File: src/rtl/nv_nvdla_csb_master_gray_ptr_fifo.sv
// Single-clock FIFO for CSB request payloads to falcon. The read and write pointers are
// registered Gray counters, so they can be handed to a synchronizer later without glitches.
module nv_nvdla_csb_master_gray_ptr_fifo #(
    parameter int unsigned PTR_W = 3,
    parameter int unsigned DW    = 32
) (
    input  logic             nvdla_core_clk,
    input  logic             nvdla_core_rst,
    input  logic             wr_pvld,
    output logic             wr_prdy,
    input  logic [DW-1:0]    wr_pd,
    output logic             rd_pvld,
    input  logic             rd_prdy,
    output logic [DW-1:0]    rd_pd,
    output logic [PTR_W-1:0] wr_ptr_gray,
    output logic [PTR_W-1:0] rd_ptr_gray,
    output logic [PTR_W-1:0] fifo_count
);

    localparam int unsigned AW    = PTR_W - 1;
    localparam int unsigned DEPTH = 2 ** AW;

    // The write pointer is one lap ahead of the read pointer: in Gray code the top two
    // bits are inverted and the rest are equal.
    localparam logic [PTR_W-1:0] FULL_MASK = PTR_W'(3) << (PTR_W - 2);

    // Even parity flips bit 0. Odd parity flips the bit just above the lowest set bit.
    // If the lowest set bit is the MSB, the MSB is flipped and the pointer wraps to zero.
    function automatic logic [PTR_W-1:0] gray_inc(input logic [PTR_W-1:0] g);
        logic [PTR_W-1:0] r;
        logic             found;
        r     = g;
        found = 1'b0;
        if (^g == 1'b0) begin
            r[0] = ~g[0];
        end else begin
            for (int i = 0; i < int'(PTR_W) - 1; i++) begin
                if (!found && g[i]) begin
                    r[i+1] = ~g[i+1];
                    found  = 1'b1;
                end
            end
            if (!found) begin
                r[PTR_W-1] = ~g[PTR_W-1];
            end
        end
        return r;
    endfunction

    // Storage address is the low bits of the binary equivalent of the pointer.
    function automatic logic [AW-1:0] gray2addr(input logic [PTR_W-1:0] g);
        logic [AW-1:0] a;
        for (int i = 0; i < int'(AW); i++) begin
            a[i] = ^(g >> i);
        end
        return a;
    endfunction

    logic [PTR_W-1:0] wr_ptr_q, wr_ptr_d;
    logic [PTR_W-1:0] rd_ptr_q, rd_ptr_d;
    logic [PTR_W-1:0] count_q, count_d;
    logic [DW-1:0]    mem_q [DEPTH];

    logic          empty;
    logic          full;
    logic          push;
    logic          pop;
    logic [AW-1:0] wr_addr;
    logic [AW-1:0] rd_addr;

    // Handshake outputs are functions of the registered pointers only.
    assign empty = (wr_ptr_q == rd_ptr_q);
    assign full  = (wr_ptr_q == (rd_ptr_q ^ FULL_MASK));

    assign wr_prdy = ~full;
    assign rd_pvld = ~empty;
    assign push    = wr_pvld & ~full;
    assign pop     = rd_prdy & ~empty;

    assign wr_addr = gray2addr(wr_ptr_q);
    assign rd_addr = gray2addr(rd_ptr_q);

    always_comb begin
        wr_ptr_d = wr_ptr_q;
        rd_ptr_d = rd_ptr_q;
        count_d  = count_q + PTR_W'(push) - PTR_W'(pop);
        if (push) begin
            wr_ptr_d = gray_inc(wr_ptr_q);
        end
        if (pop) begin
            rd_ptr_d = gray_inc(rd_ptr_q);
        end
    end

    always_ff @(posedge nvdla_core_clk) begin
        if (nvdla_core_rst) begin
            wr_ptr_q <= '0;
            rd_ptr_q <= '0;
            count_q  <= '0;
        end else begin
            wr_ptr_q <= wr_ptr_d;
            rd_ptr_q <= rd_ptr_d;
            count_q  <= count_d;
        end
    end

    // Storage is not reset; only the pointers decide what is valid.
    always_ff @(posedge nvdla_core_clk) begin
        if (!nvdla_core_rst && push) begin
            mem_q[wr_addr] <= wr_pd;
        end
    end

    assign rd_pd       = mem_q[rd_addr];
    assign wr_ptr_gray = wr_ptr_q;
    assign rd_ptr_gray = rd_ptr_q;
    assign fifo_count  = count_q;

endmodule

File: config.mk
export PLATFORM = sky130hd
export DESIGN_NAME = nv_nvdla_csb_master_gray_ptr_fifo
export DESIGN_NICKNAME = d
export VERILOG_FILES = /design/src/rtl/nv_nvdla_csb_master_gray_ptr_fifo.sv
export SDC_FILE = /design/constraint.sdc
export NUM_CORES = 1
export LEC_CHECK = 0
export CAP_MARGIN = 25
export CORE_AREA = 5 5 102 104
export DETAILED_ROUTE_END_ITERATION = 10
export DIE_AREA = 0 0 107 109
export GPL_TIMING_DRIVEN = 1
export PLACE_DENSITY_LB_ADDON = 0.2
export SLEW_MARGIN = 20
export SYNTH_ARGS = -nofsm -noshare
export SYNTH_HDL_FRONTEND = slang
export SYNTH_SLANG_ARGS = --single-unit
File: constraint.sdc
create_clock -name nvdla_core_clk -period 12.1 [get_ports nvdla_core_clk]
set_input_delay 3.63 -clock nvdla_core_clk [delete_from_list [all_inputs] [get_ports nvdla_core_clk]]
set_output_delay 3.63 -clock nvdla_core_clk [all_outputs]
set_load 0.005 [all_outputs]
==> results.md <==
* Seq cells post-synth at 137
* DR iter-0 viols at 123
* Endpoints failing setup at 0
* CTS tree: built
* Clk slew on worst S/H paths at 0.06 ns
* Die W at 107 um
* Global-route wire length before repair at 14.76 mm
* Io pins at 79
* Post-synth EDFFs at 128
* P&R area growth vs syn at 29.66%
* R2R cell count at 10
* Power Density at 239.3 nW/um^2
* Static Leak at 2.234 nW
* Max-cap violations at 0
* Fraction of layout instances using a drive strength above 1 at 22.90%
* VDD IR-drop max at 133.4 uV
* Nets at 373
* Core Util, Final at 72.10%
* Antenna Cells at 0
* Synth Area in Adders at 1.332%
* Yosys warnings at 0
* Compound-gate portion of the synthesized area at 1.427%
* Tot GR Track Use at 17.63%
* Worst-skew pair later-pin latency at 0.51 ns
* WL per Instance at 20.33 um
* Port bufs at 78
* Synth top area share at 73.07%
* Syn Std Cell Area at 5260 um^2
* Die height at 109 um
* Worst-margin pin slew at 0.9028 ns
* Worst Hold Depth at 2
* Dpl cells at 427
* Max Freq at 136.2 MHz
* Status: finished clean
* Drt drc at 0
* Setup Skew at 0.01352 ns
* Fin crit share at 60.69%
* Count leader, synth: edfxtp_1
* Number of buffers created by CTS at 17
* Tightest Hold Check Type: reg -> reg
* Main flop type after synthesis: edfxtp_1
* Synth Area in XOR/XNOR at 2.854%
* Routed WL at 9.332 mm
* Clock Path Buffers at 2
* Slew HR at 39.72%
* RePlAce Congestion at 0.7263
* Startpoint types: register
* Area leader, netlist: edfxtp_1
* Hold Vio Cnt, Final at 0
* Sequential share of the synthesized area at 76.50%
* Post-CTS Setup Bufs at 0
* TritonRoute pass-1 iters at 4
* Largest net degree at the start of global routing at 33
* Detailed placer's ending HPWL at 5.630 mm
* RSZ-0062 raised after global routing: no
* Total power at 1.632 mW
* Vias in the first global route at 2823
* Crit Path Max Fanout at 19
* Main combinational cell family by area after synthesis: multiplexers
* Netlist cell types at 33
* Hold-fix buffers, CTS at 0
* Crit. End Element: primary output
* Gr ovfl total at 0
* DP Area at 6206 um^2
* Fin crit period at 7.344 ns
* H-tree depth at 4
* Clock root buffer: clkbuf_8
* Via density at 5.619
* Synth area leaders: edfxtp_1, mux4_2, dfxtp_1
* Simple-Gate Fraction of Synth Area at 2.284%
* Type of the worst setup path: reg -> out
* # clock sinks at 137
* Die area at 11660 um^2
* Post-synth top cells: edfxtp_1, mux4_2, dfxtp_1, xnor2_1, xor2_1
* Syn Inst Count at 238
* Design area at 6820 um^2
* Via Count at 2579
* Ys async rst share at 0%
* Fin Setup TNS at 0 ns
* Core Footprint at 9459 um^2
* Row Count at 36
* Syn_area_per_cell at 22.10 um^2
* Req. time, crit path at 8.47 ns
* Slew Limit Fails at 0
* Initial antenna violation count at 0
* Post-CTS sizing at 0
* Final non-filler cell total at 459
* CP arrival at 3.71 ns
* Syn Nets at 279
* Final ANT Viol Nets at 0
* Initial core utilization at 55.61%
* Multiplexer area fraction after synthesis at 13.70%
==> final timing paths <==
kind	start	to	slack, ns
hold reg to reg	fifo_count[2]$_SDFF_PP0_	fifo_count[2]$_SDFF_PP0_	0.52
hold / removal	fifo_count[2]$_SDFF_PP0_	fifo_count[2]$_SDFF_PP0_	0.52
setup / recovery	rd_ptr_gray[1]$_SDFFE_PP0P_	rd_pd[19]	4.76
setup reg to reg	rd_ptr_gray[2]$_SDFFE_PP0P_	fifo_count[2]$_SDFF_PP0_	9.38
==> through the flow <==
step,setup slack (ns),hold WS [ns]
floorplan,4.608,0.5067
global placement,5.246,0.5008
global route,4.436,0.6016
detailed placement,5.223,0.5130
CTS,4.645,0.5288
finish,4.756,0.5231
==> cells by family after synthesis <==
group                      Yosys count
DFF                                137
muxes                               32
and+or+nand+nor                     22
buffers and inverters               16
xor gates and xnor gates            15
AOI/OAI and AO/OA                   11
adders and majority gates            5
==> layout by cell type (no fill, tap or decap), types with 2 or more instances in the layout <==
cell type        count
a21oi_1              3
buf_4                8
bufinv_16            4
clkbuf_1             2
clkbuf_16           16
clkdlybuf4s50_1     78
clkinv_4             2
clkinvlp_4           5
dfxtp_1              9
edfxtp_1           128
ha_1                 4
inv_1                5
inv_6                2
mux4_2              32
nand2_1              2
nand3_1              2
nor2_1               5
nor2b_1              2
nor4_2               4
o21ai_0              2
xnor2_1              8
xor2_1               5
xor2_4               2
==> sequential cells by signal, indices dropped and copies added (netlist names) <==
name	count
wr_ptr_gray	3
rd_ptr_gray	3
mem_q	128
fifo_count	3
==> where the power goes <==
| part | switching [mW] | leakage, nW | internal (mW) |
|---|---|---|---|
| registers | 0.0224 | 1.24 | 0.562 |
| clock network | 0.188 | 0.281 | 0.336 |
| logic | 0.204 | 0.716 | 0.319 |
==> critical path: stages, from the launching register on <==
cell and delay [ns]:
dfxtp_1 0.57, ha_1 0.38, xor2_4 0.75, buf_4 0.46, mux4_2 0.57, clkdlybuf4s50_1 0.46
==> layer usage <==
metal / share of wire [%] / GRT usage (%) / wire length [um]
met1: 41 / 20.86 / 3812
met2: 53 / 30.40 / 4986
met3: 5.1 / 5.980 / 474
met4: 0.61 / 6.210 / 57
met5: 0 / 0 / 0
==> layout make-up <==
type | count | area, um^2
sequential | 137 | 4024
fill | 609 | 2639
multi-input combinational | 85 | 1180
timing repair buffer | 86 | 840.8
clock buffer | 19 | 421.7
clock inverter | 13 | 192.7
tap | 114 | 142.6
inverter | 5 | 18.77
No activity file was read; power rests on OpenSTA's default activity.
